$ cat config.mk
export PLATFORM = sky130hd
export DESIGN_NAME = eq_window_ctrl
export DESIGN_NICKNAME = d
export VERILOG_FILES = /design/src/rtl/eq_window_ctrl.sv
export SDC_FILE = /design/constraint.sdc
export NUM_CORES = 1
export LEC_CHECK = 0
export CORE_UTILIZATION = 49
export DETAILED_ROUTE_END_ITERATION = 6
export HOLD_SLACK_MARGIN = 0.15
export PLACE_DENSITY = 0.79
export REMOVE_ABC_BUFFERS = 1
export SETUP_SLACK_MARGIN = 0.05
export SYNTH_ARGS = -nofsm -noshare
export SYNTH_HDL_FRONTEND = slang
export SYNTH_SLANG_ARGS = --single-unit
$ cat constraint.sdc
create_clock -name clk -period 2.36 [get_ports clk]
set_clock_uncertainty 0.15 [all_clocks]
set_input_delay 0.472 -clock clk [delete_from_list [all_inputs] [get_ports clk]]
set_output_delay 0.472 -clock clk [all_outputs]
set_load 0.05 [all_outputs]
$ cat src/rtl/eq_window_ctrl.sv
// Windowed equal-half counter: counts samples whose in[3:2] equals in[1:0]
// over a bounded, abortable window and returns the result through valid/ready.
//
// state | meaning
// IDLE  | waiting for start with a non-zero window length
// RUN   | consuming valid samples until the window is exhausted or aborted
// DONE  | result held on res_* until res_valid && res_ready
module eq_window_ctrl #(
    parameter int WIN_W = 8,
    parameter int CNT_W = 8
) (
    input  logic             clk,
    input  logic             rst_n,
    input  logic             start_i,
    input  logic [WIN_W-1:0] win_len_i,
    input  logic             abort_i,
    input  logic             in_valid_i,
    input  logic [3:0]       in_i,
    output logic             busy_o,
    output logic             res_valid_o,
    input  logic             res_ready_i,
    output logic [CNT_W-1:0] res_cnt_o,
    output logic [WIN_W-1:0] res_samples_o,
    output logic             res_sat_o,
    output logic             res_aborted_o
);

    typedef enum logic [1:0] {
        IDLE = 2'd0,
        RUN  = 2'd1,
        DONE = 2'd2
    } state_t;

    state_t             state_q, state_d;
    logic [WIN_W-1:0]   remaining_q, remaining_d;
    logic [WIN_W-1:0]   samples_q, samples_d;
    logic [CNT_W-1:0]   cnt_q, cnt_d;
    logic               sat_q, sat_d;
    logic               aborted_q, aborted_d;
    logic               match;

    assign match = (in_i[3:2] == in_i[1:0]);

    always_ff @(posedge clk or negedge rst_n) begin
        if (!rst_n) begin
            state_q     <= IDLE;
            remaining_q <= '0;
            samples_q   <= '0;
            cnt_q       <= '0;
            sat_q       <= 1'b0;
            aborted_q   <= 1'b0;
        end else begin
            state_q     <= state_d;
            remaining_q <= remaining_d;
            samples_q   <= samples_d;
            cnt_q       <= cnt_d;
            sat_q       <= sat_d;
            aborted_q   <= aborted_d;
        end
    end

    always_comb begin
        state_d     = state_q;
        remaining_d = remaining_q;
        samples_d   = samples_q;
        cnt_d       = cnt_q;
        sat_d       = sat_q;
        aborted_d   = aborted_q;
        unique case (state_q)
            IDLE: begin
                if (start_i && (win_len_i != '0)) begin
                    remaining_d = win_len_i;
                    samples_d   = '0;
                    cnt_d       = '0;
                    sat_d       = 1'b0;
                    aborted_d   = 1'b0;
                    state_d     = RUN;
                end
            end
            RUN: begin
                // Abort wins over a sample presented in the same cycle.
                if (abort_i) begin
                    aborted_d = 1'b1;
                    state_d   = DONE;
                end else if (in_valid_i) begin
                    remaining_d = remaining_q - WIN_W'(1);
                    samples_d   = samples_q + WIN_W'(1);
                    if (match) begin
                        if (cnt_q == '1) begin
                            sat_d = 1'b1;
                        end else begin
                            cnt_d = cnt_q + CNT_W'(1);
                        end
                    end
                    if (remaining_q == WIN_W'(1)) begin
                        state_d = DONE;
                    end
                end
            end
            DONE: begin
                if (res_ready_i) begin
                    state_d = IDLE;
                end
            end
            default: state_d = IDLE;
        endcase
    end

    assign busy_o        = (state_q != IDLE);
    assign res_valid_o   = (state_q == DONE);
    assign res_cnt_o     = cnt_q;
    assign res_samples_o = samples_q;
    assign res_sat_o     = sat_q;
    assign res_aborted_o = aborted_q;

endmodule

==> results of run 1 <==
-- metrics by stage --
step                      setup WS, ns  hold slack (ns)  TNS [ns]  area [um^2]
after detailed placement        -0.161            0.325     -1.92         2130
final                            0.125            0.332         0         2200
after CTS                       0.0507            0.343         0         2180
after global placement          -0.134            0.326     -1.50         2130
after floorplan                 -0.583           0.0264     -7.41         1560
after global routing            0.0515            0.369         0         2200
-- worst reg2reg max path: stages (launching register included) --
cell,delay [ns]
dfrtp_1,0.46
ha_1,0.27
and3_1,0.23
a211oi_1,0.25
buf_4,0.20
a31oi_1,0.09
a211o_1,0.27
-- layout make-up --
| class | count | area, um^2 | area share |
|---|---|---|---|
| Inverter | 6 | 22.5 | 0.0103 |
| Tap cell | 44 | 55.1 | 0.0251 |
| Sequential cell | 28 | 701 | 0.319 |
| Timing Repair Buffer | 55 | 518 | 0.236 |
| Clock inverter | 1 | 30.0 | 0.0137 |
| Multi-Input combinational cell | 121 | 847 | 0.386 |
| Clock buffer | 3 | 22.5 | 0.0103 |
-- timing repair --
item,CTS,global route
resized for setup,2,7
setup endpoints to repair,2,7
cloned,0,0
setup buffers,0,0
hold buffers,0,0
-- worst min-delay path by stage --
stage | start | end | slack, ns | cells past startpoint
2_1_floorplan | rst_n | remaining_q[0] | 0.03 | 0
3_3_place_gp | remaining_q[6] | remaining_q[6] | 0.33 | 1
3_5_place_dp | remaining_q[6] | remaining_q[6] | 0.32 | 1
4_1_cts | rst_n | remaining_q[4] | 0.34 | 2
5_1_grt | rst_n | remaining_q[4] | 0.37 | 2
6_report | rst_n | remaining_q[4] | 0.33 | 2
-- cell usage after synthesis (all sizes together) (2+ instances only) --
cell type / instances / area share
o22ai: 5 / 0.020
a21oi: 6 / 0.019
dfrtp: 28 / 0.44
xor2: 7 / 0.039
ha: 4 / 0.031
nor2b: 2 / 0.0079
a31oi: 7 / 0.028
nand4: 4 / 0.016
nor3: 5 / 0.016
and4: 5 / 0.028
nor4b: 2 / 0.011
a31o: 2 / 0.011
a22oi: 4 / 0.019
o21ai: 7 / 0.022
nand2: 8 / 0.019
and3: 3 / 0.012
nor2: 10 / 0.024
a41oi: 2 / 0.011
nand3: 3 / 0.0094
a22o: 2 / 0.011
a21o: 3 / 0.014
inv: 6 / 0.014
nor3b: 2 / 0.0094
or4: 5 / 0.026
clkbuf: 7 / 0.017
o211ai: 4 / 0.022
o2bb2ai: 4 / 0.022
-- registers in the layout (all words and copies together) (netlist names) --
signal,cells
res_sat_o,1
state_q,2
remaining_q,8
res_aborted_o,1
res_samples_o,8
res_cnt_o,8
-- per-layer routing --
layer,part of all wire,routed length (um),track usage
met5,0,0,0
met4,0.019,80,0.119
met3,0.044,188,0.0349
met2,0.47,2010,0.424
met1,0.46,1960,0.372
-- cells by family after synthesis --
family,after synthesis,share of synthesized area
flops,28,0.441
fa+ha+maj,4,0.0315
buf+inv,13,0.0307
compound gates,54,0.245
simple gates,55,0.208
xor+xnor,7,0.0386
mux,1,0.00629
-- power by group --
| group | total, mW | switching, mW | internal (mW) |
|---|---|---|---|
| Sequential | 0.733 | 0.142 | 0.592 |
| Clock | 0.317 | 0.145 | 0.172 |
| Combinational | 1.01 | 0.602 | 0.408 |
==> summary.txt, run 1 <==
status: finished, final reports clean
Filler cells: 248
final-report setup violation count: 0
# rows: 20
Pwr Total: 2.06 mW
commonest non-fill, non-tap cell in the layout: dfrtp_1
DR DRC count: 0
1st-iter DRT viols: 97
worst vdd ir: 403 uV
dominant synthesized flop cell: dfrtp_1
count of non-filler cells in the finished layout: 258
clock sinks: 28
EDFF count, synth: 0
# Max-Cap Violations: 0
final WL: 4.24 mm
static leakage: 1.10 nW
utilization after layout: 0.713
Buf/Inv on CP: 1
placed cells: 254
crit path launch: res_cnt_o[2]
via count: 1533
Crit path depth: 1
HP Class: input port to async pin
delay-heaviest family, CP: buffers and inverters
CP max stage cell: clkdlybuf4s50_1
initial core utilization: 0.517
Die H: 59.0 um
Placer Congestion: 0.863
reg2reg start: res_cnt_o[0]
vias in the first global route: 1523
clk_lat worst skew: 0.33 ns
Final Hold Fails: 0
Final Slew Violations: 0
Worst R2R Path Depth: 6
layout cells sized above 1: 0.136
first-pass iteration count of the detailed router: 4
flops & latches, synth: 28
Rel. slew slack: 0.596
IO Port Bufs: 37
CP Data Required Time: 1.74 ns
synthesized area: 0.00159 mm^2
wire length per cell: 16.4 um
Reg2Reg Setup Slack: 0.35 ns
Die Area: 0.00348 mm^2
CP Class: flop to primary output
Async SR Flop Fraction: 1.00
r2r endpoint: res_cnt_o[5]
final worst path period need: 2.23 ns
Syn Inst Count: 162
Chip Width: 59.0 um
CORE AREA: 0.00308 mm^2
Inserted Diodes: 0
first-pass GRT wire length: 7.03 mm
largest stage delay on the critical path: 0.83 ns
Num CTS Buffers: 3
worst-path maximum fanout: 6
final period utilization: 0.947
sequential fraction of the synthesis area: 0.441
CTS tree: built
Startpoint Class: flop
CTS max path bufs: 2
via-per-instance ratio: 5.94
top-level port count: 38
worst-margin pin slew: 0.604 ns
clock transition at the registers of the reported paths: 0.15 ns
initial antenna violation count: 0
most frequent cells in the layout: dfrtp_1 (28), clkdlybuf4s50_1 (27), buf_4 (19)
Total GRT Usage: 0.269
crit path to: res_cnt_o[2]
Yosys cell types: 44
Mean Syn Cell Area: 9.82 um^2
YS warnings: 0
CP cell instances: clkdlybuf4s50_1
largest net degree at the start of global routing: 29
Nets: 237
Area Growth Syn to Fin: 38.1%
Arr. time, crit path: 1.61 ns
post-DP HPWL: 3.08 mm
ANT nets after route: 0
RSZ-0062 raised after global routing: no
Power Density: 939 mW/mm^2
Achievable Freq: 447 MHz
Clock Tree Root: clkbuf_4
Overflow after GRT: 0
Crit. End Element: primary output
number of H-tree levels: 1
(Power assumes the default switching activity.)
==> run 2: changes to the inputs <==
Settings changed: CORE_UTILIZATION 49 to 44, PLACE_DENSITY 0.79 to 0.75.
Clock period 2.36 ns to 1.9 ns, I/O delays scaled along.
==> run 2 against run 1 <==
Effect of this change:
- largest power group unchanged
- final area rose by 13%
- critical endpoint is now remaining_q[5]
- sequential power rose by 19%
- first-iteration DRC count fell by 5.2%
- sequential cell count did not move
- worst setup slack got worse by 0.084 ns
- critical path depth rose by 3
- via count rose by 12%
- die area rose by 11%
- global-route usage fell by 2.1 points
- non-clock buffer count rose by 26
- total power rose by 52%
- utilization rose by 1.9 points
==> summary.txt, run 2 (synthesized netlist as in run 1, its figures left out) <==
worst-path maximum fanout: 3 (-3)
RSZ-0062 raised after global routing: yes
Overflow after GRT: 0 (unchanged)
Filler cells: 244 (-1.6%)
final worst path period need: 1.86 ns
final-report setup violation count: 0 (unchanged)
ANT nets after route: 0 (unchanged)
HP Class: input port to async pin
CP Data Required Time: 1.98 ns (+0.24 ns)
most frequent cells in the layout: buf_4 (51), dfrtp_1 (26), nor2_1 (9), clkdlybuf4s50_1 (9), buf_6 (9)
CTS tree: built
Top Metal Used: met4
Final Hold Fails: 0 (unchanged)
CP Class: flop to flop
Chip Width: 62.1 um (+5.3%)
number of H-tree levels: 1 (unchanged)
Rel. slew slack: 0.736 (+0.140)
post-DP HPWL: 3.30 mm (+7.3%)
wl on met1: 2.09 mm (+6.6%)
placed cells: 272 (+7.1%)
initial antenna violation count: 0 (unchanged)
via count: 1712 (+12%)
clock transition at the registers of the reported paths: 0.16 ns (about the same)
IO Port Bufs: 37 (unchanged)
Startpoint Class: flop
static leakage: 1.17 nW (+7.2%)
first-pass GRT wire length: 7.71 mm (+9.6%)
Arr. time, crit path: 1.94 ns (+0.33 ns)
Crit. End Element: flop
Die H: 62.1 um (+5.3%)
wire length per cell: 18.1 um (+10%)
Nets: 263 (+11%)
Detail Route met3 WL: 308 um (+64%)
via-per-instance ratio: 5.99 (+0.74%)
worst-margin pin slew: 0.394 ns (-0.210 ns)
final period utilization: 0.978
count of non-filler cells in the finished layout: 286 (+11%)
Power Density: 1260 mW/mm^2 (+35%)
# rows: 21 (+5.0%)
initial core utilization: 0.469 (-0.0475)
final WL: 5.18 mm (+22%)
vias in the first global route: 1612 (+5.8%)
Inserted Diodes: 0 (unchanged)
Final Slew Violations: 0 (unchanged)
commonest non-fill, non-tap cell in the layout: buf_4
status: finished, final reports clean
Num CTS Buffers: 3 (unchanged)
1st-iter DRT viols: 92 (-5.2%)
first-pass iteration count of the detailed router: 4 (unchanged)
multi-input logic area: 923 um^2 (+9.0%)
DR DRC count: 0 (unchanged)
worst vdd ir: 766 uV (+90%)
# Max-Cap Violations: 0 (unchanged)
Placer Congestion: 0.820 (-5.0%)
utilization after layout: 0.733 (+0.0193)
Reg2Reg Setup Slack: 0.04 ns (-0.31 ns)
Die Area: 0.00386 mm^2 (+11%)
Register Area: 703 um^2 (+0.36%)
Total GRT Usage: 0.248 (-0.0212)
final hold slack: 0.248 ns (-0.0843 ns)
largest net degree at the start of global routing: 29 (unchanged)
Routed met2 length: 2.70 mm (+34%)
Achievable Freq: 538 MHz
setup TNS: 0 ns (unchanged)
top-level port count: 38 (unchanged)
CTS max path bufs: 2 (unchanged)
layout cells sized above 1: 0.367 (+0.231)
clk_lat worst skew: 0.34 ns (about the same)
Area Growth Syn to Fin: 56.2%
clock sinks: 28 (unchanged)
Clock Tree Root: clkbuf_4
CORE AREA: 0.00339 mm^2 (+10%)
## run 2: cell types whose count changed in the layout (fill, tap and decap cells not counted), moves of 4 or more
cell | previous run | this run
buf_6 | 0 | 9
dlymetal6s2s_1 | 7 | 0
dlygate4sd2_1 | 2 | 8
clkdlybuf4s50_1 | 27 | 9
buf_12 | 0 | 4
buf_4 | 19 | 51
## run 2: timing repair
item,CTS,global route
pin swaps,7,2
hold buffers,0,0
setup buffers,7,3
endpoints found under the setup margin,24,15
resized for setup,22,15
## run 2: path summary, 6_finish.rpt
kind	start	endpoint	depth (start not counted)
max in group asynchronous	rst_n	state_q[1]	2
min in group clk	win_len_i[4]	remaining_q[4]	3
max	remaining_q[0]	remaining_q[5]	4
min reg2reg	remaining_q[6]	remaining_q[6]	1
min	rst_n	remaining_q[1]	2
max reg2reg	remaining_q[0]	remaining_q[5]	4
## run 2: report_power, final
part	internal (mW)	total (mW)	switching, mW
clock	0.213	0.402	0.189
sequential	0.739	0.872	0.133
combinational	0.878	1.87	0.989
total	1.83	3.14	1.31
## run 2: cell type report
type	instances	area share
sequential	28	0.283
tap	46	0.0232
clock inverter	1	0.0121
multi-input combinational	121	0.372
clock buffer	3	0.00907
timing repair buffer	81	0.292
inverter	6	0.00907
## run 2: per-stage QoR
| stage | worst slack, ns | instance area [um^2] | power [mW] |
|---|---|---|---|
| global route | 0.00119 | 2480 | 3.28 |
| detailed placement | -0.573 | 2250 | 2.37 |
| floorplan | -0.995 | 1560 | 1.68 |
| global placement | -0.519 | 2250 | 2.32 |
| CTS | 0.0587 | 2400 | 2.92 |
| finish | 0.0409 | 2480 | 3.14 |
## run 2: critical path, stage by stage (launching register included)
cell	delay (ns)
dfrtp_1	0.44
or4_4	0.56
or4_1	0.41
o21ai_1	0.09
a22oi_1	0.10
## run 2: routing by layer
metal | track usage | vias up
met2 | 0.426 | 70
met1 | 0.316 | 841
met5 | 0 | -
met3 | 0.0533 | 8
met4 | 0.0640 | 0
li1 | - | 793
==> run 3: changes to the inputs <==
Settings changed: HOLD_SLACK_MARGIN 0.15 to not set.
==> results of run 3 <==
Same layout as run 2: the final DEF is identical, and so are final timing and power.
